===== src/rtl/reaction_timer_multi.sv =====
// reaction_timer_multi -- multi-player reaction timer.
//
// Purpose: after start, waits a pseudo-random delay, then lights go_led
// and times in milliseconds how long until the first react press. A
// press before go ends the round as a false start. No press by
// TIMEOUT_MS ends the round as a timeout.
//
// Optional feature: define REACTION_BEST_TIME_EN to keep the best
// valid time since reset. Without it best_ms is all-ones and new_best
// is 0.
//
// Ports:
//   clk, rst_n        clock; asynchronous active-low reset
//   start_btn         round start (rising edge, IDLE/RESULT only)
//   react_btn[NP]     per-player react buttons
//   go_led, busy      go lamp (TIMING); busy in DELAY or TIMING
//   result_valid      one-cycle pulse on RESULT entry
//   result_ms, winner result of the last round, held until next start
//   false_start       held flag: press before go
//   timeout           held flag: no press by TIMEOUT_MS
//   best_ms, new_best best valid time; pulse when it improves
module reaction_timer_multi #(
  parameter int NUM_PLAYERS     = 2,
  parameter int CLK_PER_MS      = 10000,
  parameter int TIME_W          = 14,
  parameter int DELAY_MIN_MS    = 1000,
  parameter int DELAY_RAND_BITS = 11,
  parameter int TIMEOUT_MS      = 9999,
  localparam int WIN_W = (NUM_PLAYERS > 1) ? $clog2(NUM_PLAYERS) : 1,
  localparam int PRE_W = (CLK_PER_MS > 1) ? $clog2(CLK_PER_MS) : 1
) (
  input  logic                   clk,
  input  logic                   rst_n,
  input  logic                   start_btn,
  input  logic [NUM_PLAYERS-1:0] react_btn,
  output logic                   go_led,
  output logic                   busy,
  output logic                   result_valid,
  output logic [TIME_W-1:0]      result_ms,
  output logic [WIN_W-1:0]       winner,
  output logic                   false_start,
  output logic                   timeout,
  output logic [TIME_W-1:0]      best_ms,
  output logic                   new_best
);

  typedef enum logic [1:0] {IDLE, DELAY, TIMING, RESULT} state_e;

  state_e                 state_q, state_d;
  logic [15:0]            lfsr_q, lfsr_d;
  logic                   start_prev_q;
  logic [NUM_PLAYERS-1:0] react_prev_q;
  logic [PRE_W-1:0]       presc_q, presc_d;
  // One counter serves both phases: remaining delay ms in DELAY,
  // elapsed ms in TIMING.
  logic [TIME_W-1:0]      cnt_q, cnt_d;
  logic [TIME_W-1:0]      result_ms_q, result_ms_d;
  logic [WIN_W-1:0]       winner_q, winner_d;
  logic                   fs_q, fs_d, to_q, to_d, rv_q, rv_d;

  logic                   start_rise, tick;
  logic [NUM_PLAYERS-1:0] react_rise;
  logic [WIN_W-1:0]       press_idx, rise_idx;

  assign start_rise = start_btn & ~start_prev_q;
  assign react_rise = react_btn & ~react_prev_q;
  assign tick       = (presc_q == PRE_W'(CLK_PER_MS - 1));
  // Fibonacci taps 16,14,13,11; a non-zero seed keeps it out of zero.
  assign lfsr_d     = {lfsr_q[14:0], lfsr_q[15] ^ lfsr_q[13] ^ lfsr_q[12] ^ lfsr_q[10]};

  // Lowest index wins: scan downward so the last hit is the lowest.
  always_comb begin
    press_idx = '0;
    rise_idx  = '0;
    for (int i = NUM_PLAYERS - 1; i >= 0; i--) begin
      if (react_btn[i])  press_idx = WIN_W'(i);
      if (react_rise[i]) rise_idx  = WIN_W'(i);
    end
  end

  // State register
  always_ff @(posedge clk or negedge rst_n) begin
    if (!rst_n) begin
      state_q      <= IDLE;
      lfsr_q       <= 16'hACE1;
      start_prev_q <= 1'b0;
      react_prev_q <= '0;
      presc_q      <= '0;
      cnt_q        <= '0;
      result_ms_q  <= '0;
      winner_q     <= '0;
      fs_q         <= 1'b0;
      to_q         <= 1'b0;
      rv_q         <= 1'b0;
    end else begin
      state_q      <= state_d;
      lfsr_q       <= lfsr_d;
      start_prev_q <= start_btn;
      react_prev_q <= react_btn;
      presc_q      <= presc_d;
      cnt_q        <= cnt_d;
      result_ms_q  <= result_ms_d;
      winner_q     <= winner_d;
      fs_q         <= fs_d;
      to_q         <= to_d;
      rv_q         <= rv_d;
    end
  end

  // Next-state and datapath
  always_comb begin
    state_d     = state_q;
    presc_d     = tick ? '0 : presc_q + PRE_W'(1);
    cnt_d       = cnt_q;
    result_ms_d = result_ms_q;
    winner_d    = winner_q;
    fs_d        = fs_q;
    to_d        = to_q;
    rv_d        = 1'b0;
    case (state_q)
      IDLE, RESULT: begin
        if (start_rise) begin
          state_d     = DELAY;
          presc_d     = '0;
          cnt_d       = TIME_W'(DELAY_MIN_MS) + TIME_W'(lfsr_q[DELAY_RAND_BITS-1:0]);
          result_ms_d = '0;
          winner_d    = '0;
          fs_d        = 1'b0;
          to_d        = 1'b0;
        end
      end
      DELAY: begin
        // Level, not edge: a button held from before start is a false start.
        if (|react_btn) begin
          state_d     = RESULT;
          rv_d        = 1'b1;
          fs_d        = 1'b1;
          result_ms_d = '0;
          winner_d    = press_idx;
        end else if (tick) begin
          if (cnt_q <= TIME_W'(1)) begin
            state_d = TIMING;
            presc_d = '0;
            cnt_d   = '0;
          end else begin
            cnt_d = cnt_q - TIME_W'(1);
          end
        end
      end
      TIMING: begin
        // Press checked first so a press on the timeout cycle still counts.
        if (|react_rise) begin
          state_d     = RESULT;
          rv_d        = 1'b1;
          result_ms_d = cnt_q;
          winner_d    = rise_idx;
        end else if (cnt_q == TIME_W'(TIMEOUT_MS)) begin
          state_d     = RESULT;
          rv_d        = 1'b1;
          to_d        = 1'b1;
          result_ms_d = TIME_W'(TIMEOUT_MS);
          winner_d    = '0;
        end else if (tick) begin
          cnt_d = cnt_q + TIME_W'(1);
        end
      end
      default: state_d = IDLE;
    endcase
  end

  // Outputs
  always_comb begin
    go_led = (state_q == TIMING);
    busy   = (state_q == DELAY) || (state_q == TIMING);
  end

  assign result_valid = rv_q;
  assign result_ms    = result_ms_q;
  assign winner       = winner_q;
  assign false_start  = fs_q;
  assign timeout      = to_q;

`ifdef REACTION_BEST_TIME_EN
  logic [TIME_W-1:0] best_q, best_d;
  logic              nb_q, nb_d;
  logic              valid_done;

  // Only a real press during TIMING can set a best time.
  always_comb begin
    valid_done = (state_q == TIMING) && (|react_rise);
    best_d     = best_q;
    nb_d       = 1'b0;
    if (valid_done && (cnt_q < best_q)) begin
      best_d = cnt_q;
      nb_d   = 1'b1;
    end
  end

  always_ff @(posedge clk or negedge rst_n) begin
    if (!rst_n) begin
      best_q <= '1;
      nb_q   <= 1'b0;
    end else begin
      best_q <= best_d;
      nb_q   <= nb_d;
    end
  end

  assign best_ms  = best_q;
  assign new_best = nb_q;
`else
  assign best_ms  = '1;
  assign new_best = 1'b0;
`endif

endmodule


===== config.mk =====
export PLATFORM = sky130hd
export DESIGN_NAME = reaction_timer_multi
export DESIGN_NICKNAME = d
export VERILOG_FILES = /design/src/rtl/reaction_timer_multi.sv
export SDC_FILE = /design/constraint.sdc
export NUM_CORES = 1
export LEC_CHECK = 0
export ABC_AREA = 1
export CORE_MARGIN = 2
export CORE_UTILIZATION = 29
export DETAILED_ROUTE_END_ITERATION = 16
export GPL_TIMING_DRIVEN = 0
export HOLD_SLACK_MARGIN = 0.1
export RECOVER_POWER = 100
export SETUP_SLACK_MARGIN = 0.02
export SLEW_MARGIN = 15
export SYNTH_ARGS = -nofsm -noshare
export SYNTH_HDL_FRONTEND = slang
export SYNTH_SLANG_ARGS = --single-unit

===== constraint.sdc =====
create_clock -name clk -period 1.85 [get_ports clk]
set_clock_uncertainty 0.1 [all_clocks]
set_input_delay 0.37 -clock clk [delete_from_list [all_inputs] [get_ports clk]]
set_output_delay 0.37 -clock clk [all_outputs]
set_load 0.05 [all_outputs]

* Yosys cells after proc, flatten, opt, wreduce, memory -nomap -nowiden *
Cells that the tools add are included.

operators by class
  reductions and logical operators = 12
  magnitude comparators = 1
  add/sub/neg operators = 4
  mux-type cells = 44
  eq/ne operators = 16
  bitwise logic cells = 7

operators with widths
  cell                                                                               count
  14-bit 2-to-1 mux                                                                  16
  14-bit case mux with 3 select lines                                                2
  14-bit by 1-bit adder with 14-bit output, second input constant                    2
  14-bit equality test, second input constant                                        2
  14-bit case mux with 2 select lines                                                1
  14-bit by 1-bit less-or-equal comparator with 1-bit output, second input constant  1
  1-bit 2-to-1 mux                                                                   14
  14-bit by 1-bit subtractor with 14-bit output, second input constant               1
  10-bit by 11-bit adder with 12-bit output, first input constant                    1
  2-bit 2-to-1 mux                                                                   6
  2-bit != test, second input constant                                               6
  4-bit AND reduction                                                                2
  3-bit != test, second input constant                                               2
  1-bit case mux with 2 select lines                                                 3
  2-bit case mux with 3 select lines                                                 1
  3-bit AND reduction                                                                2
  6-bit AND reduction                                                                1
  2-bit OR reduction                                                                 3
  2-bit equality test, second input constant                                         2
  2-bit by 1-bit != test with 1-bit output, second input constant                    2
  2-bit nonzero test                                                                 2
  3-bit by 1-bit != test with 1-bit output, second input constant                    1
  1-bit case mux with 3 select lines                                                 1
  1-bit XOR                                                                          3
  7 further kinds                                                                    7

word-level totals
  word-level logic and storage cells = 95
  bits in registers = 67
  output and inout port bits = 35

* Longest topological paths before layout *
  depth after elaboration = 6
  mapped depth = 12
  gate-level depth less buffers = 11

* Worst setup path before layout *
Ideal clock, no wire load.

  path kind = register to register
  start point = register state_q[0]
  end point = register cnt_q[11]
  period minus slack after synthesis = 2.162 ns
  data arrival time = 1.939 ns
  setup time = 0.123 ns
  stages on the path, launching flop included = 11
  path slack = -0.312 ns
  buffers on the path = 1
  cells stage by stage = dfrtp_1 -> inv_1 -> ha_1 -> inv_1 -> a21oi_2 -> nor2_1 -> nand3_2 -> buf_6 -> nor2_1 -> nand2_1 -> nand2_1

between the ends
  elaborated cells between the ends (all ways) = 13

RTL lines
  what                                                                                               RTL line  text
  start: declaration                                                                                 49        state_e state_q, state_d;
  start signal: assignment                                                                           96        state_q <= state_d;
  2-bit equality test *                                                                              -
  net go_led                                                                                         36        output logic go_led,
  2-bit != test (no source line) / 2-bit by 1-bit != test with 1-bit output (equally long branches)  -
  6-bit AND reduction (no source line)                                                               -
  end signal: assignment                                                                             101       cnt_q <= cnt_d;
  end: declaration                                                                                   56        logic [TIME_W-1:0] cnt_q, cnt_d;

The timed path passes the listed nets; every way through them passes the cells marked *.
A chain may end at the register's enable or synchronous reset.

* Worst setup path in the final report *
  start point = register state_q[1]
  end point = output busy

between the ends
  longest elaborated chain between the ends = 2
  elaborated cells between the ends (all ways) = 3

RTL lines
  what                                                                                          RTL line  text
  2-bit by 1-bit equality test with 1-bit output / 2-bit equality test (equally long branches)  174       busy = (state_q == DELAY) || (state_q == TIMING);
  1-bit logical OR *                                                                            174
  end: declaration                                                                              37        output logic busy,

Mark *: on every way between the ends. The rest lies on a longest branch, timed or not.

==> results.sh <==
export IMPL_clk_path_buf_depth=2
export IMPL_grt_pass1_vias=3314
export IMPL_max_clock_freq_mhz=514.9
export IMPL_grt_pass1_wl_um=16820
export IMPL_drcViolationCount=0
export IMPL_dp_slack_ps=-688.0
export IMPL_drtIter0Drc=209
export IMPL_synth_top_cell_area_share=0.3802
export IMPL_clock_latency_ps=330
export IMPL_setup_ws_ps=-92.05
export IMPL_root_buffer="clkbuf_16"
export IMPL_clkSinkCount=67
export IMPL_slew_headroom=0.5222
export IMPL_power_uw=9398
export IMPL_synth_top_family_by_area="simple AND/OR/NAND/NOR gates"
export IMPL_layout_commonest_cell="nand2_1"
export IMPL_finalNetCount=604
export IMPL_synth_cell_types=39
export IMPL_vias=3591
export IMPL_dp_hpwl_um=7273
export IMPL_layout_common_cells="nand2_1 (130), dfrtp_1 (51), nor2_1 (48), nand3_1 (48), buf_4 (40)"
export IMPL_yosys_area_share_simple=0.3476
export IMPL_drt_pre_antenna_iters=5
export IMPL_globalplace_congestion=0.9059
export IMPL_clk_pin_slew_ps=50
export IMPL_num_antenna_cells=0
export IMPL_synth_area_leaders="dfrtp_1 (38%), nand2_1 (13%), nand3_1 (7.3%)"
export IMPL_hold_viol=0
export IMPL_syn_to_final_growth_pct=34.89
export IMPL_synth_area_per_cell_um2=7.527
export IMPL_finalSetupViolCount=5
export IMPL_synthCells=516
export IMPL_avgViaCountPerCell=4.646
export IMPL_core_area_um2=13140
export IMPL_path_max_fanout=9
export IMPL_fin_cells=773
export IMPL_worst_hold_slack_ps=116.7
export IMPL_cts_htree_levels=3
export IMPL_fillCellCount=1381
export IMPL_muxShareOfSynthArea=0
export IMPL_violations="negative setup slack"
export IMPL_rows=42
export IMPL_die_h_um=119.7
export IMPL_place_inst=730
export IMPL_path_class="reg2out"
export IMPL_drt_wl_total_um=10320
export IMPL_ir_drop_v=0.0007110
export IMPL_rsz0062_at_grt="yes"
export IMPL_antenna_found_initial=0
export IMPL_synth_top_cell_by_area="dfrtp_1"
export IMPL_powerDensity_nw_per_um2=1794
export IMPL_maxSlewViolCount=0
export IMPL_synth_xor_area_frac=0.02481
export IMPL_cts_inserted_buffers=9
export IMPL_final_util=0.3988
export IMPL_overflow=0
export IMPL_wire_per_inst_um=13.35
export IMPL_synth_compound_area_frac=0.06669
export IMPL_start_kind="flop"
export IMPL_postRouteAntennaNets=0
export IMPL_p_leak_uw=0.002552
export IMPL_syn_area_um2=3884
export IMPL_critPathRequiredTime_ps=1380
export IMPL_crit_arrival_ps=1470
export IMPL_hold_path_class="in2reg"
export IMPL_tightest_slew_ps=716.8
export IMPL_cts_tree="built"
export IMPL_die_x_um=119.7
export IMPL_crit_path_end_kind="output port"
export IMPL_synth_fa_ha_area_frac=0.02255
export IMPL_start_util=0.2956
export IMPL_grtUsageTotal=0.1483
export IMPL_io_buffers=24
export IMPL_ios=40
export IMPL_grt_max_degree=41
export IMPL_drv_cap=0
export IMPL_fin_crit_ps=1942
export IMPL_ys_seq_area_frac=0.4343
export IMPL_die_area_um2=14330
export IMPL_drive_gt1_frac=0.2647
export IMPL_fin_crit_sh=1.050
export IMPL_run_status="finished, violations left"
export IMPL_ys_seq_elements=67
export IMPL_yosysWarnings=0
## cells in the mapped netlist
| cell type | count |
|---|---|
| nand2_4 | 1 |
| inv_4 | 1 |
| nand3b_1 | 4 |
| inv_2 | 4 |
| buf_4 | 17 |
| xor2_1 | 8 |
| clkbuf_1 | 5 |
| o41ai_1 | 1 |
| or2_2 | 1 |
| or2_1 | 2 |
| clkinv_1 | 1 |
| inv_1 | 43 |
| o21ai_0 | 21 |
| nor2_1 | 64 |
| ha_1 | 7 |
| nor3_2 | 1 |
| buf_8 | 1 |
| o22ai_1 | 1 |
| a21oi_2 | 1 |
| nor3b_1 | 2 |
| nand4_1 | 11 |
| nand2_1 | 136 |
| conb_1 | 2 |
| xnor2_1 | 3 |
| nor2_2 | 2 |
| nand3_2 | 1 |
| o21bai_1 | 1 |
| a21oi_1 | 19 |
| nand2_2 | 13 |
| nor2_4 | 1 |
| nor3_1 | 5 |
| nand3_1 | 57 |
| nor2_8 | 1 |
| o211ai_1 | 1 |
| dfrtp_1 | 59 |
| o21ai_1 | 4 |
| dfstp_2 | 8 |
| buf_6 | 3 |
| buf_2 | 3 |
## repair_timing
item | in CTS | in global routing
hold buffers | 1 | 0
cloned | 1 | 1
setup endpoints to repair | 65 | 46
gates resized for setup | 63 | 74
pin swaps | 5 | 23
setup buffers | 5 | 19
hold endpoints to repair | 27 | 0
## cell type report
cell class	instances	area [µm²]	share of cell area
buffer	29	255.2	0.04872
sequential	67	1697	0.3239
clock inverter	5	85.08	0.01624
tap	176	220.2	0.04203
multi-input combinational	384	2090	0.3989
timing repair buffer	52	439.2	0.08383
clock buffer	11	242.7	0.04633
inverter	49	210.2	0.04012
## where the power goes
group / internal [µW] / total, µW / switching, µW
clock network: 1220 / 1860 / 633
registers: 1790 / 2100 / 305
logic: 2040 / 5450 / 3410
total: 5050 / 9400 / 4350
## through the flow
stage	instance area, µm²	TNS [ps]
global route	5239	-1978
CTS	4888	-2750
global placement	4407	-142440
detailed placement	4424	-19580
finish	5239	-137.4
floorplan	3946	0
## cells by family after synthesis
logic type,count (synthesis)
simple gates,302
buf+inv,78
xor+xnor,11
other cells,2
compound gates,49
flops,67
fa+ha+maj,7
## registers in the layout (all words and copies together), names as in the netlist
name,cells
start_prev_q,1
result_valid,1
react_prev_q,2
state_q,2
presc_q,14
winner,1
timeout,1
cnt_q,14
false_start,1
lfsr_q,16
result_ms,14
## critical path: stages, from the launching register on
cell	delay (ps)
dfrtp_1	420
ha_4	340
inv_8	70
clkbuf_16	160
buf_12	140
## layer usage
metal,track usage,up-vias,part of all wire
li1,-,1782,-
met1,0.1977,1699,0.45
met2,0.2421,95,0.49
met3,0.02662,15,0.046
met4,0.05221,0,0.019
met5,0,-,0
## worst paths after layout
path | from | endpoint | slack (ps) | cells after the start
max in group asynchronous | rst_n | lfsr_q[0] | 310 | 3
hold reg to reg | lfsr_q[14] | lfsr_q[15] | 260 | 0
setup reg to reg | cnt_q[1] | cnt_q[8] | -20 | 12
min in group asynchronous | rst_n | presc_q[7] | 520 | 2
hold / removal | react_btn[0] | react_prev_q[0] | 120 | 1
setup / recovery | state_q[1] | busy | -90 | 4
Power figures use the tool's default switching activity.
